`config.mk`:
```
export PLATFORM = sky130hd
export DESIGN_NAME = tri_wave_seq_flat
export DESIGN_NICKNAME = d
export VERILOG_FILES = /design/src/rtl/tri_wave_seq_if.sv /design/src/rtl/tri_wave_seq.sv /design/src/flat_wrapper.sv
export SDC_FILE = /design/constraint.sdc
export NUM_CORES = 1
export LEC_CHECK = 0
export CAP_MARGIN = 20
export CORE_ASPECT_RATIO = 0.7
export CORE_MARGIN = 2
export CORE_UTILIZATION = 60
export DETAILED_ROUTE_END_ITERATION = 7
export GPL_TIMING_DRIVEN = 0
export PLACE_DENSITY = 0.86
export REMOVE_ABC_BUFFERS = 1
export SLEW_MARGIN = 5
export SYNTH_ARGS = -nofsm -noshare
export SYNTH_HDL_FRONTEND = slang
export SYNTH_SLANG_ARGS = --single-unit
export TNS_END_PERCENT = 1
```
`constraint.sdc`:
```
create_clock -name clk -period 5.7 [get_ports clk]
set_input_delay 1.14 -clock clk [delete_from_list [all_inputs] [get_ports clk]]
set_output_delay 1.14 -clock clk [all_outputs]
set_load 0.01 [all_outputs]
```
`src/rtl/tri_wave_seq_if.sv`:
```
// Command/configuration and waveform-output bundle for the triangle-wave sequencer.
// master drives commands and config; slave (the sequencer) drives the waveform outputs.
interface tri_wave_seq_if;
  logic       start;
  logic       stop;
  logic [8:0] cfg_peak;
  logic [3:0] cfg_step;
  logic       cfg_mode;
  logic [7:0] cfg_periods;
  logic [8:0] d_out;
  logic       busy;
  logic       phase;
  logic [7:0] period_cnt;
  logic       done;
  logic       cfg_err;

  modport master (
    output start, stop, cfg_peak, cfg_step, cfg_mode, cfg_periods,
    input  d_out, busy, phase, period_cnt, done, cfg_err
  );

  modport slave (
    input  start, stop, cfg_peak, cfg_step, cfg_mode, cfg_periods,
    output d_out, busy, phase, period_cnt, done, cfg_err
  );
endinterface

```
`src/rtl/tri_wave_seq.sv`:
```
// Start/stop-controlled triangle/sawtooth generator with a configurable peak, step and
// period count. All outputs are registered; the configuration is latched when a start is accepted.
module tri_wave_seq (
  input  logic          clk,
  input  logic          res,
  tri_wave_seq_if.slave bus
);

  localparam logic [1:0] ST_IDLE = 2'd0;
  localparam logic [1:0] ST_UP   = 2'd1;
  localparam logic [1:0] ST_DOWN = 2'd2;

  logic [1:0] state;
  logic [8:0] peak_q;
  logic [3:0] step_q;
  logic       mode_q;
  logic [7:0] periods_q;

  logic [8:0] d_q;
  logic       busy_q;
  logic       phase_q;
  logic [7:0] cnt_q;
  logic       done_q;
  logic       err_q;

  logic [8:0] step_ext;
  logic [9:0] sum_w;
  logic [8:0] up_next;
  logic [8:0] dn_next;
  logic [8:0] top_next;
  logic [8:0] first_up;
  logic [7:0] cnt_inc;
  logic       last_period;
  logic       cfg_ok;

  // Saturating next values; the sum is formed at 10 bits so peak values near 511 cannot wrap.
  always_comb begin
    step_ext    = {5'd0, step_q};
    sum_w       = {1'b0, d_q} + {1'b0, step_ext};
    up_next     = (sum_w > {1'b0, peak_q}) ? peak_q : sum_w[8:0];
    dn_next     = (d_q > step_ext) ? (d_q - step_ext) : '0;
    top_next    = (peak_q > step_ext) ? (peak_q - step_ext) : '0;
    first_up    = (step_ext > peak_q) ? peak_q : step_ext;
    cnt_inc     = cnt_q + 8'd1;
    last_period = (periods_q != '0) && (cnt_inc == periods_q);
    cfg_ok      = (bus.cfg_peak != '0) && (bus.cfg_step != '0);
  end

  always_ff @(posedge clk) begin
    if (res) begin
      state     <= ST_IDLE;
      peak_q    <= '0;
      step_q    <= '0;
      mode_q    <= 1'b0;
      periods_q <= '0;
      d_q       <= '0;
      busy_q    <= 1'b0;
      phase_q   <= 1'b0;
      cnt_q     <= '0;
      done_q    <= 1'b0;
      err_q     <= 1'b0;
    end else begin
      done_q <= 1'b0;
      err_q  <= 1'b0;
      case (state)
        ST_IDLE: begin
          d_q     <= '0;
          busy_q  <= 1'b0;
          phase_q <= 1'b0;
          if (bus.start) begin
            if (cfg_ok) begin
              peak_q    <= bus.cfg_peak;
              step_q    <= bus.cfg_step;
              mode_q    <= bus.cfg_mode;
              periods_q <= bus.cfg_periods;
              cnt_q     <= '0;
              state     <= ST_UP;
              busy_q    <= 1'b1;
            end else begin
              err_q <= 1'b1;
            end
          end
        end

        ST_UP: begin
          if (bus.stop) begin
            state   <= ST_IDLE;
            busy_q  <= 1'b0;
            phase_q <= 1'b0;
            d_q     <= '0;
          end else if (d_q < peak_q) begin
            d_q <= up_next;
          end else if (!mode_q) begin
            state   <= ST_DOWN;
            phase_q <= 1'b1;
            d_q     <= top_next;
          end else begin
            // Sawtooth wrap is the period end; the final one replaces the wrap with completion.
            cnt_q <= cnt_inc;
            d_q   <= '0;
            if (last_period) begin
              state  <= ST_IDLE;
              busy_q <= 1'b0;
              done_q <= 1'b1;
            end
          end
        end

        ST_DOWN: begin
          if (bus.stop) begin
            state   <= ST_IDLE;
            busy_q  <= 1'b0;
            phase_q <= 1'b0;
            d_q     <= '0;
          end else if (d_q != '0) begin
            d_q <= dn_next;
          end else begin
            cnt_q   <= cnt_inc;
            phase_q <= 1'b0;
            if (last_period) begin
              state  <= ST_IDLE;
              busy_q <= 1'b0;
              done_q <= 1'b1;
              d_q    <= '0;
            end else begin
              state <= ST_UP;
              d_q   <= first_up;
            end
          end
        end

        default: begin
          state   <= ST_IDLE;
          busy_q  <= 1'b0;
          phase_q <= 1'b0;
          d_q     <= '0;
        end
      endcase
    end
  end

  assign bus.d_out      = d_q;
  assign bus.busy       = busy_q;
  assign bus.phase      = phase_q;
  assign bus.period_cnt = cnt_q;
  assign bus.done       = done_q;
  assign bus.cfg_err    = err_q;

endmodule

```
`src/flat_wrapper.sv`:
```
// flat-port wrapper written by rule: the top's interface ports become plain ports
module tri_wave_seq_flat 
  (clk, res, bus_start, bus_stop, bus_cfg_peak, bus_cfg_step, bus_cfg_mode, bus_cfg_periods, bus_d_out, bus_busy, bus_phase, bus_period_cnt, bus_done, bus_cfg_err);
  tri_wave_seq_if bus_i ();
  input  logic clk;
  input  logic res;
  input wire logic [$bits(bus_i.start)-1:0] bus_start;
  input wire logic [$bits(bus_i.stop)-1:0] bus_stop;
  input wire logic [$bits(bus_i.cfg_peak)-1:0] bus_cfg_peak;
  input wire logic [$bits(bus_i.cfg_step)-1:0] bus_cfg_step;
  input wire logic [$bits(bus_i.cfg_mode)-1:0] bus_cfg_mode;
  input wire logic [$bits(bus_i.cfg_periods)-1:0] bus_cfg_periods;
  output wire logic [$bits(bus_i.d_out)-1:0] bus_d_out;
  output wire logic [$bits(bus_i.busy)-1:0] bus_busy;
  output wire logic [$bits(bus_i.phase)-1:0] bus_phase;
  output wire logic [$bits(bus_i.period_cnt)-1:0] bus_period_cnt;
  output wire logic [$bits(bus_i.done)-1:0] bus_done;
  output wire logic [$bits(bus_i.cfg_err)-1:0] bus_cfg_err;
  assign bus_i.start = bus_start;
  assign bus_i.stop = bus_stop;
  assign bus_i.cfg_peak = bus_cfg_peak;
  assign bus_i.cfg_step = bus_cfg_step;
  assign bus_i.cfg_mode = bus_cfg_mode;
  assign bus_i.cfg_periods = bus_cfg_periods;
  assign bus_d_out = bus_i.d_out;
  assign bus_busy = bus_i.busy;
  assign bus_phase = bus_i.phase;
  assign bus_period_cnt = bus_i.period_cnt;
  assign bus_done = bus_i.done;
  assign bus_cfg_err = bus_i.cfg_err;
  tri_wave_seq u_core (.clk(clk), .res(res), .bus(bus_i));
endmodule
```
# Word level (Yosys, flattened, before mapping)
# Cells that the tools add are included.
# classes
bitwise	2
eq_ne	15
mux	52
magnitude_cmp	5
n_addsub	4
reduce_logical	14
# op_table
operator	count
$mux W9	10
$mux W8	7
$pmux W8 S3	1
$mux W1	21
$gt A9 B4 Y1	2
$pmux W9 S2	1
$reduce_bool A9 Y1	2
$sub A9 B4 Y9	2
$mux W2	8
$add A9 B4 Y10	1
$gt A10 B9 Y1	1
$ne A2 B2 Y1 const B	5
$gt A4 B9 Y1	1
$lt A9 B9 Y1	1
$ne A3 B3 Y1 const B	3
$reduce_and A3 Y1	3
$add A8 B1 Y8 const B	1
$eq A8 B8 Y1	1
$reduce_and A8 Y1	1
$reduce_bool A8 Y1	1
$pmux W2 S3	1
$reduce_and A5 Y1	1
$ne A2 B1 Y1 const B	2
$ne A4 B4 Y1 const B	1
other kinds (11)	14
# word_totals
inputBits	26
regBits	45

# Depth between registers and ports, before layout
# Gate-level depths: netlist of the first run.
# logic_depth
depth_word	8
mapped_depth	15
depth_no_buf	15

# Least setup slack after synthesis of the first run
# Ideal clock, no wire load.
# synth_path
kind	register to register
startpoint	reg u_core.d_q[2] (netlist: u_core.bus.d_out[2])
endpoint	reg u_core.d_q[4] (netlist: u_core.bus.d_out[4])
path_slack_ns	2.212
arrival_time_ns	3.357
setup_ns	0.130
stages_incl_launch_ff	15
required_time_ns	5.570
path_cell_list	dfxtp_1 > ha_1 > clkbuf_1 > nand2b_1 > o22ai_1 > and3_1 > xor2_1 > ha_1 > a21o_1 > a21oi_1 > nand4_1 > a32oi_2 > mux2_2 > o21ai_0 > o22ai_1
# synth_between
elab_chain_cells	6
# synth_rtl
item	line	rtl
start, declared	tri_wave_seq.sv:19	logic [8:0] d_q;
start signal, assigned	tri_wave_seq.sv:92	d_q <= up_next;
start signal, assigned	tri_wave_seq.sv:96	d_q <= top_next;
start signal, assigned	tri_wave_seq.sv:116	d_q <= dn_next;
$add A9 B4 Y10	tri_wave_seq.sv:39	sum_w = {1'b0, d_q} + {1'b0, step_ext};
$gt A10 B9 Y1	tri_wave_seq.sv:40	up_next = (sum_w > {1'b0, peak_q}) ? peak_q : sum_w[8:0];
$mux W9	tri_wave_seq.sv:40	
$mux W9	tri_wave_seq.sv:91	end else if (d_q < peak_q) begin
$mux W9	tri_wave_seq.sv:86	if (bus.stop) begin
$pmux W9 S2 *	tri_wave_seq.sv:65	case (state)
# Mark *: on every way between the ends. The rest lies on a longest branch, timed or not.
# A chain may end at the register's enable or synchronous reset.

# Worst setup path in the final report of the first run
# layout_path
startpoint	reg u_core.step_q[3]
endpoint	reg u_core.d_q[4] (netlist: u_core.bus.d_out[4])
# layout_between
elab_chain_cells	6
# layout_rtl
item	line	rtl
start, declared	tri_wave_seq.sv:15	logic [3:0] step_q;
start signal, assigned	tri_wave_seq.sv:73	step_q <= bus.cfg_step;
$add A9 B4 Y10, or another cell as far along	tri_wave_seq.sv:39	
$gt A10 B9 Y1, or another cell as far along	tri_wave_seq.sv:40	
$mux W9 (on tied branches)	tri_wave_seq.sv:40, tri_wave_seq.sv:93, tri_wave_seq.sv:120	
$mux W9 (on tied branches)	tri_wave_seq.sv:91, tri_wave_seq.sv:115	
$mux W9 (on tied branches)	tri_wave_seq.sv:86, tri_wave_seq.sv:110	
$pmux W9 S2 *	tri_wave_seq.sv:65	
# Marks and branches as above.

==> results of run 1 <==
## critical path: stages (launching register included)
cell	delay [ns]
dfxtp_1	0.42
inv_1	0.14
ha_1	0.39
nor2b_1	0.20
nand2b_1	0.08
o22ai_1	0.31
and3_1	0.23
xor2_1	0.22
ha_1	0.28
a21o_1	0.18
a21oi_1	0.22
nand4_1	0.17
a32oi_2	0.49
mux2_2	0.39
o21ai_0	0.33
o22ai_1	0.13
## power by group
group          switching (mW)  total [mW]  internal, mW  leakage (nW)
logic                   0.386       0.649         0.263          1.24
registers              0.0448       0.391         0.346         0.366
clock network           0.115       0.258         0.143        0.0574
## worst max path at each step
stage / end / depth (start not counted) / slack (ns)
floorplan: u_core.bus.d_out[4]$_SDFF_PP0_ / 14 / 2.28
global placement: u_core.bus.d_out[4]$_SDFF_PP0_ / 15 / 1.64
detailed placement: u_core.bus.d_out[4]$_SDFF_PP0_ / 15 / 1.55
CTS: u_core.bus.d_out[4]$_SDFF_PP0_ / 15 / 1.53
global route: u_core.bus.d_out[4]$_SDFF_PP0_ / 15 / 1.16
finish: u_core.bus.d_out[4]$_SDFF_PP0_ / 15 / 1.39
## flip-flops by register name, indices dropped and copies added, names as in the netlist, 2 cells and up
signal / flops
u_core.peak_q: 9
u_core.bus.period_cnt: 8
u_core.step_q: 4
u_core.periods_q: 8
u_core.bus.d_out: 9
u_core.state: 2
## layer usage
layer / track usage / vias up
met5: 0 / -
met4: 0.0625 / 0
met3: 0.0793 / 9
met2: 0.458 / 192
met1: 0.439 / 1670
li1: - / 1686
## area by class of cell
cell class                 count  area (um2)  share of cell area
sequential                    45         901               0.218
clock buffer                   6        82.6              0.0200
timing repair buffer          48         480               0.116
multi-input combinational    361        2430               0.588
tap                           75        93.8              0.0227
inverter                      29         109              0.0263
clock inverter                 2        37.5             0.00907
## kinds of logic after synthesis
logic type | count (synthesis) | share of synthesized area
AOI/OAI and AO/OA | 116 | 0.209
xor gates and xnor gates | 30 | 0.0745
adders and majority gates | 37 | 0.138
buffers and inverters | 49 | 0.0546
DFF | 45 | 0.255
muxes | 11 | 0.0333
and+or+nand+nor | 167 | 0.236
## placed cells by master, fill, tap and decap left out, drive strengths merged, types with 4 or more instances in the layout
cell type      count
o21ai             26
nor2              19
nor3              11
a32oi              7
nand3             15
ha                34
clkbuf             6
xor2              13
nor4               8
and2               4
dfxtp             45
or3                9
and3               6
a21oi             46
nand4              6
nor2b             10
mux2               6
clkdlybuf4s50     46
mux2i              5
xnor2             17
nand2             65
a211oi             5
inv               29
o21a               6
==> out/qor.csv, run 1 <==
stage,metric,value,unit
pwr,power,1.30,mW
synthesis,ys_async_sr_fraction,0,
hold_path,holdPathEnd,u_core.periods_q[0]$_SDFFE_PP0P_,
routing,drc_errors,0,
cells_and_area,drive_above_1_share,0.0468,
floorplanning,io_pins,47,
place,placed_cell_area,0.00401,mm2
cells_and_area,antennaDiodeCount,0,
flow_run,max_cap_viol_count,0,
global_routing,grt_max_degree,28,
sta,finalSetupTns,0,ns
synthesis,ys_warn_count,0,
routing,wl_met1,4440,um
critical_path,cp_data_arrival_time,4.49,ns
floorplanning,chipWidth,95.6,um
synthesis,synth_edf_count,0,
critical_path,reg2reg_slack,1.39,ns
sta,rsz0062_at_grt,no,
routing,drt_iter0_drc,364,
place,place_ws,1.55,ns
critical_path,cp_max_fo,9,
critical_path,cp-start-kind,flip-flop,
hold_path,whs_path_depth,2,
synthesis,syn_avg_cell_area,7.75,um2
sta,whs,0.473,ns
clock_tree,clock_sinks,45,
cells_and_area,syn_to_final_growth,17.3,%
critical_path,worstPathRequired,5.88,ns
hold_path,min_path_type,flip-flop to flip-flop,
routing,routed_wl,9610,um
routing,route.met3.wl,966,um
routing,num_vias,3557,
synthesis,yosysMostFrequentCell,nand2_1,
routing,met2_length,4140,um
cells_and_area,final_util,0.726,
clock_tree,cts_hold_buf,0,
clock_tree,clock_path_buffers,2,
place,portBuffers,46,
global_routing,grt_overflow,0,
cells_and_area,stdcell_area,0.00414,mm2
synthesis,synthTopCellsByCount,"nand2_1 (65), a21oi_1 (46), dfxtp_1 (45), ha_1 (34), inv_1 (29)",
synthesis,yosys.area.top_type,dfxtp_1,
clock_tree,htreeDepth,2,
sta,relSlewSlack,0.407,
critical_path,reg2reg_to,u_core.bus.d_out[4]$_SDFF_PP0_,
synthesis,syn_area,0.00353,mm2
routing,drt-wirelength-per-cell,17.0,um
place,dp_hpwl,7420,um
routing,highest_layer,met4,
floorplanning,core,0.00570,mm2
global_routing,antenna_found_initial,0,
clock_tree,cts_resized,0,
synthesis,synth.area.top_cells,"dfxtp_1 (26%), ha_1 (12%), nand2_1 (6.9%), a21oi_1 (6.5%), xnor2_1 (4.2%)",
critical_path,crit_type,flip-flop to flip-flop,
critical_path,worstRegToRegCells,15,
sta,clock_skew,0.0142,ns
global_routing,track_usage,0.304,
synthesis,synth.distinct_cells,56,
routing,firstDrtPassIters,5,
critical_path,crit_start,u_core.step_q[3]$_SDFFE_PP0P_,
place,globalplace.congestion,0.966,
sta,setup_viol,0,
cells_and_area,nets,553,
sta,hold_viol_final,0,
critical_path,worstReg2RegStart,u_core.step_q[3]$_SDFFE_PP0P_,
synthesis,synth_top_area_share,0.255,
sta,timing.final.ws_setup,1.39,ns
sta,worst_pin_slew,0.888,ns
sta,slew_viol_final,0,
sta,period_needed,4.31,ns
synthesis,ys_seq_elements,45,
critical_path,end_kind,flip-flop,
synthesis,synthCells,455,
floorplanning,start_util,0.619,
sta,fmax,0.232,GHz
floorplanning,die_area,0.00652,mm2
sta,min_period_over_period,0.756,
clock_tree,cts_tree,built,
cells_and_area,fin_cells,566,
synthesis,synthFlopType,dfxtp_1,
clock_tree,cts_root_buf,clkbuf_8,
synthesis,ys_seq_area_frac,0.255,
clock_tree,clock_latency,0.30,ns
place,placed_cells,557,
cells_and_area,fillers,448,
hold_path,worstHoldStart,u_core.periods_q[0]$_SDFFE_PP0P_,
global_routing,grt_pass1_wl,15200,um
clock_tree,post-cts-setup-buffers,0,
floorplanning,die_h,68.2,um
status,status,"finished, final reports clean",
global_routing,grt_pass1_vias,3179,
pwr,power_density,314,mW/mm2
pwr,max-vdd-ir-drop,155,uV
clock_tree,cts_made_buffers,5,
floorplanning,rows,23,
routing,vias_per_cell,6.28,
clock_tree,clk_pin_slew,0.09,ns
pwr,power.leakage,1.66,nW
routing,ant_nets,0,
(Power assumes the default switching activity.)
==> run 2, diff against run 1 <==
- CORE_UTILIZATION: 60 -> 56
- PLACE_DENSITY: 0.86 -> 0.81
- clock period: 5.7 -> 4.5 ns (I/O delays scaled with it)
==> out/qor.csv, run 2 (synthesized netlist as in run 1, its figures left out) <==
stage,metric,value,unit,change
clock_tree,clock_latency,0.30,ns,about the same
floorplanning,start_util,0.573,,-0.0460
critical_path,reg2reg_slack,0.36,ns,-1.03 ns
routing,drc_errors,0,,unchanged
pwr,max-vdd-ir-drop,184,uV,+19%
cells_and_area,final_common_cell,nand2_1,,
status,status,"finished, final reports clean",,
clock_tree,cts_made_buffers,5,,unchanged
pwr,power_density,384,mW/mm2,+22%
routing,ant_nets,0,,unchanged
cells_and_area,drive_above_1_share,0.0470,,+0.000192
routing,vias_per_cell,6.19,,-1.5%
floorplanning,chipWidth,98.9,um,+3.4%
sta,worst_pin_slew,1.08,ns,+0.188 ns
routing,drt-wirelength-per-cell,16.6,um,-2.2%
routing,drt_iter0_drc,271,,-26%
place,dp_hpwl,7240,um,-2.4%
floorplanning,rows,24,,+4.3%
hold_path,holdPathEnd,u_core.periods_q[0]$_SDFFE_PP0P_,,
clock_tree,clock_sinks,45,,unchanged
sta,hold_viol_final,0,,unchanged
sta,slew_viol_final,0,,unchanged
global_routing,antenna_found_initial,0,,unchanged
hold_path,whs_path_depth,2,,unchanged
global_routing,grt_pass1_vias,3238,,+1.9%
pwr,power.leakage,1.64,nW,-1.6%
sta,clock_skew,0.00551,ns,-0.00869 ns
critical_path,max_stage_delay,0.43,ns,-0.06 ns
routing,routed_wl,9420,um,-2.0%
sta,min_period_over_period,0.920,,+0.164
sta,rsz0062_at_grt,no,,
critical_path,crit_start,u_core.step_q[3]$_SDFFE_PP0P_,,
hold_path,worstHoldStart,u_core.periods_q[0]$_SDFFE_PP0P_,,
clock_tree,cts_resized,0,,unchanged
flow_run,max_cap_viol_count,0,,unchanged
clock_tree,clk_pin_slew,0.10,ns,about the same
floorplanning,io_pins,47,,unchanged
sta,fmax,0.242,GHz,+4.1%
cells_and_area,final_util,0.667,,-0.0595
critical_path,cp_data_arrival_time,4.31,ns,-0.18 ns
cells_and_area,nets,551,,-0.36%
cells_and_area,final_cell_mix,"nand2_1 (65), a21oi_1 (46), clkdlybuf4s50_1 (45), dfxtp_1 (45), ha_1 (34)",,
hold_path,min_path_type,flip-flop to flip-flop,,
clock_tree,clock_path_buffers,2,,unchanged
global_routing,grt_overflow,0,,unchanged
sta,setup_viol,0,,unchanged
sta,relSlewSlack,0.275,,-0.131
critical_path,worstPathRequired,4.67,ns,-1.21 ns
global_routing,grt_max_degree,42,,+50%
critical_path,worstReg2RegStart,u_core.step_q[3]$_SDFFE_PP0P_,,
cells_and_area,antennaDiodeCount,0,,unchanged
place,placed_cell_area,0.00400,mm2,-0.41%
critical_path,cp_cell_sequence,inv_1 -> ha_1 -> nor2b_1 -> nand2b_1 -> o22ai_2 -> and3_1 -> xor2_1 -> ha_1 -> a21o_1 -> a21oi_1 -> nand4_1 -> a32oi_4 -> inv_1 -> o311ai_0 -> a21oi_1,,
cells_and_area,stdcell_area,0.00410,mm2,-0.82%
critical_path,critical_path_buf_inv_count,2,,+1
global_routing,grt_pass1_wl,15900,um,+4.2%
critical_path,crit_family,compound AO/OA/AOI/OAI gates,,
global_routing,track_usage,0.280,,-0.0248
floorplanning,die_h,70.4,um,+3.3%
cells_and_area,syn_to_final_growth,16.4,%,
critical_path,cp-start-kind,flip-flop,,
global_routing,met1_usage,0.430,,-0.00919
sta,finalSetupTns,0,ns,unchanged
global_routing,met2_usage,0.414,,-0.0444
critical_path,crit_type,flip-flop to flip-flop,,
floorplanning,core,0.00616,mm2,+8.0%
sta,period_needed,4.14,ns,-0.170 ns
critical_path,reg2reg_to,u_core.bus.d_out[2]$_SDFF_PP0_,,
place,globalplace.congestion,0.930,,-3.7%
clock_tree,htreeDepth,2,,unchanged
critical_path,cp_max_fo,9,,unchanged
clock_tree,cts_hold_buf,0,,unchanged
critical_path,worstRegToRegCells,15,,unchanged
critical_path,cp_slowest_cell,dfxtp_1,,
floorplanning,die_area,0.00696,mm2,+6.8%
clock_tree,cts_tree,built,,
place,portBuffers,46,,unchanged
global_routing,top_usage_layer,met1,,
routing,num_vias,3510,,-1.3%
routing,firstDrtPassIters,5,,unchanged
clock_tree,cts_root_buf,clkbuf_8,,
critical_path,end_kind,flip-flop,,
global_routing,grt_use_met3,0.0490,,-0.0302
clock_tree,post-cts-setup-buffers,0,,unchanged
-- run 2: cell type report --
| class | instances | area (um2) |
|---|---|---|
| fillers | 544 | 2050 |
| well taps | 78 | 97.6 |
| multi-input cells | 361 | 2450 |
| inverters | 29 | 109 |
| repair buffers | 46 | 455 |
| clock buffers | 5 | 68.8 |
| flip-flops and latches | 45 | 901 |
| clock inverters | 3 | 21.3 |
-- run 2: layer usage --
metal  wire [um]  up-vias
li1            -     1681
met5           0        -
met1        4470     1659
met2        3980      163
met4          64        0
met3         905        7
-- run 2: metrics by stage --
step,worst slack [ns],instances,hold WS [ns],power (mW)
CTS,0.281,567,0.477,1.55
global route,0.157,567,0.502,1.69
floorplan,1.08,435,0.444,1.07
finish,0.360,567,0.474,1.57
detailed placement,0.300,559,0.464,1.29
global placement,0.380,559,0.459,1.27
-- run 2: worst register-to-register path: cells and delay by family (launching register included) --
family | cells | cell delay [ns]
AOI/OAI and AO/OA | 6 | 1.67
xor gates and xnor gates | 1 | 0.25
adders and majority gates | 2 | 0.67
buffers and inverters | 2 | 0.28
DFF | 1 | 0.43
and+or+nand+nor | 4 | 0.71
-- run 2: report_power, final --
part | leakage (nW) | switching, mW | internal (mW)
clock network | 0.0445 | 0.152 | 0.111
registers | 0.366 | 0.0561 | 0.438
logic | 1.23 | 0.484 | 0.334
total | 1.64 | 0.692 | 0.883
-- run 2: how the worst max path moves through the flow --
stage | endpoint | slack (ns) | cells past startpoint
CTS | u_core.bus.d_out[2]$_SDFF_PP0_ | 0.28 | 15
global route | u_core.bus.d_out[2]$_SDFF_PP0_ | 0.16 | 15
detailed placement | u_core.bus.d_out[4]$_SDFF_PP0_ | 0.30 | 15
finish | u_core.bus.d_out[2]$_SDFF_PP0_ | 0.36 | 15
global placement | u_core.bus.d_out[2]$_SDFF_PP0_ | 0.38 | 15
floorplan | u_core.bus.d_out[4]$_SDFF_PP0_ | 1.08 | 14
==> run 3, diff against run 2 <==
- CORE_UTILIZATION: 56 -> 35
- PLACE_DENSITY: 0.81 -> unset
==> out/qor.csv, run 3 (synthesized netlist as in run 1, its figures left out) <==
stage,metric,value,unit,change
critical_path,max_stage_delay,0.43,ns,about the same
sta,rsz0062_at_grt,no,,
critical_path,cp_data_arrival_time,4.33,ns,+0.02 ns
cells_and_area,nets,552,,+0.18%
sta,fmax,0.240,GHz,-0.76%
sta,worst_pin_slew,0.832,ns,-0.244 ns
sta,clock_skew,0.00459,ns,-0.000917 ns
routing,drt-wirelength-per-cell,16.2,um,-2.6%
global_routing,grt_max_degree,42,,unchanged
sta,slew_viol_final,0,,unchanged
routing,drc_errors,0,,unchanged
global_routing,antenna_found_initial,0,,unchanged
global_routing,track_usage,0.191,,-0.0887
critical_path,end_kind,flip-flop,,
hold_path,whs_path_depth,2,,unchanged
floorplanning,chipWidth,124,um,+25%
routing,num_vias,3420,,-2.6%
sta,finalSetupTns,0,ns,unchanged
routing,route.met3.wl,727,um,-20%
place,placed_cells,609,,+8.9%
clock_tree,htreeDepth,2,,unchanged
sta,min_period_over_period,0.927,,+0.00706
floorplanning,start_util,0.361,,-0.212
routing,firstDrtPassIters,5,,unchanged
clock_tree,clock_latency,0.29,ns,about the same
place,portBuffers,46,,unchanged
routing,highest_layer,met4,,
hold_path,holdPathEnd,u_core.periods_q[0]$_SDFFE_PP0P_,,
clock_tree,cts_tree,built,,
cells_and_area,drive_above_1_share,0.0490,,+0.00194
routing,drt_iter0_drc,284,,+4.8%
status,status,"finished, final reports clean",,
routing,wl_met1,5250,um,+17%
clock_tree,cts_made_buffers,5,,unchanged
routing,vias_per_cell,5.53,,-11%
critical_path,worstRegToRegCells,15,,unchanged
clock_tree,cts_hold_buf,0,,unchanged
cells_and_area,fin_cells,618,,+9.0%
cells_and_area,final_cell_mix,"nand2_1 (65), a21oi_1 (46), clkdlybuf4s50_1 (45), dfxtp_1 (45), ha_1 (34)",,
critical_path,critical_path_buf_inv_count,1,,-1
global_routing,grt_overflow,0,,unchanged
sta,period_needed,4.17,ns,+0.0318 ns
cells_and_area,antennaDiodeCount,0,,unchanged
floorplanning,core,0.00976,mm2,+59%
critical_path,cp-start-kind,flip-flop,,
clock_tree,post-cts-setup-buffers,0,,unchanged
clock_tree,clock_sinks,45,,unchanged
critical_path,crit_type,flip-flop to flip-flop,,
place,dp_hpwl,7790,um,+7.6%
floorplanning,rows,30,,+25%
critical_path,cp_cell_sequence,inv_1 -> ha_1 -> nor2b_1 -> nand2b_1 -> o22ai_2 -> and3_1 -> xor2_1 -> ha_1 -> a21o_1 -> a21oi_1 -> nand4_1 -> a32oi_4 -> mux2_2 -> o21ai_0 -> a21oi_1,,
place,globalplace.congestion,0.875,,-6.0%
pwr,max-vdd-ir-drop,241,uV,+31%
clock_tree,cts_root_buf,clkbuf_16,,
hold_path,worstHoldStart,u_core.periods_q[0]$_SDFFE_PP0P_,,
floorplanning,die_h,88.0,um,+25%
routing,routed_wl,10000,um,+6.1%
clock_tree,clock_path_buffers,2,,unchanged
global_routing,grt_pass1_vias,3158,,-2.5%
global_routing,grt_pass1_wl,16400,um,+3.3%
sta,relSlewSlack,0.444,,+0.169
routing,ant_nets,0,,unchanged
cells_and_area,fillers,999,,+84%
critical_path,worstPathRequired,4.66,ns,about the same
clock_tree,clk_pin_slew,0.07,ns,-0.03 ns
cells_and_area,final_common_cell,nand2_1,,
routing,met2_length,3980,um,unchanged
flow_run,max_cap_viol_count,0,,unchanged
critical_path,crit_family,compound AO/OA/AOI/OAI gates,,
critical_path,cp_max_fo,9,,unchanged
critical_path,reg2reg_to,u_core.bus.d_out[5]$_SDFF_PP0_,,
floorplanning,die_area,0.0109,mm2,+57%
hold_path,min_path_type,flip-flop to flip-flop,,
pwr,power.leakage,1.68,nW,+2.7%
sta,hold_viol_final,0,,unchanged
critical_path,worstReg2RegStart,u_core.step_q[3]$_SDFFE_PP0P_,,
sta,setup_viol,0,,unchanged
critical_path,reg2reg_slack,0.33,ns,-0.03 ns
critical_path,cp_slowest_cell,dfxtp_1,,
floorplanning,io_pins,47,,unchanged
pwr,power_density,413,mW/mm2,+7.7%
cells_and_area,syn_to_final_growth,20.7,%,
clock_tree,cts_resized,0,,unchanged
==> run 3: changes by cell type in the layout (fill, tap and decap cells not counted) <==
cell / change
clkbuf_4: +1
clkinv_2: -1
clkbuf_16: +5
inv_6: +1
bufinv_16: +1
clkbuf_8: -5
clkinvlp_4: -1
==> run 3: worst max-delay path by stage <==
| stage | slack (ns) | end | depth (start not counted) | startpoint |
|---|---|---|---|---|
| after global routing | 0.15 | u_core.bus.d_out[8]$_SDFF_PP0_ | 15 | u_core.step_q[3]$_SDFFE_PP0P_ |
| after CTS | 0.27 | u_core.bus.d_out[5]$_SDFF_PP0_ | 15 | u_core.step_q[3]$_SDFFE_PP0P_ |
| after global placement | 0.31 | u_core.bus.d_out[8]$_SDFF_PP0_ | 15 | u_core.step_q[3]$_SDFFE_PP0P_ |
| final | 0.33 | u_core.bus.d_out[5]$_SDFF_PP0_ | 15 | u_core.step_q[3]$_SDFFE_PP0P_ |
| after floorplan | 1.08 | u_core.bus.d_out[4]$_SDFF_PP0_ | 14 | u_core.bus.d_out[3]$_SDFF_PP0_ |
| after detailed placement | 0.31 | u_core.bus.d_out[5]$_SDFF_PP0_ | 15 | u_core.step_q[3]$_SDFFE_PP0P_ |
==> run 3: worst register-to-register path, stage by stage, from the launching register on <==
cell      delay (ns)
dfxtp_1         0.43
inv_1           0.15
ha_1            0.39
nor2b_1         0.20
nand2b_1        0.09
o22ai_2         0.26
and3_1          0.22
xor2_1          0.25
ha_1            0.29
a21o_1          0.18
a21oi_1         0.20
nand4_1         0.20
a32oi_4         0.39
mux2_2          0.38
o21ai_0         0.30
a21oi_1         0.13
==> run 3: cell type report <==
cell class	count	area [um2]	area share
clock buffers	5	125	0.0294
multi-input cells	361	2450	0.576
well taps	128	160	0.0376
flip-flops and latches	45	901	0.212
clock inverters	3	47.5	0.0112
inverters	29	109	0.0256
repair buffers	47	463	0.109
==> run 3: stage by stage <==
step	hold slack, ns	setup WS [ns]	util	total power, mW	area (um2)
4_1_cts	0.494	0.273	0.434	1.74	4230
6_report	0.485	0.329	0.436	1.76	4260
5_1_grt	0.518	0.146	0.436	1.87	4260
3_5_place_dp	0.484	0.308	0.416	1.30	4060
3_3_place_gp	0.462	0.307	0.416	1.29	4060
2_1_floorplan	0.444	1.08	-	1.07	3440
==> run 3: per-layer routing <==
| metal | vias up | GRT usage |
|---|---|---|
| li1 | 1687 | - |
| met1 | 1591 | 0.302 |
| met2 | 132 | 0.275 |
| met3 | 10 | 0.0286 |
| met4 | 0 | 0.0266 |
| met5 | - | 0 |
==> run 3: report_power, final <==
part / internal [mW] / switching [mW]
Sequential: 0.439 / 0.0609
Clock: 0.266 / 0.169
Combinational: 0.336 / 0.488
Total: 1.04 / 0.718
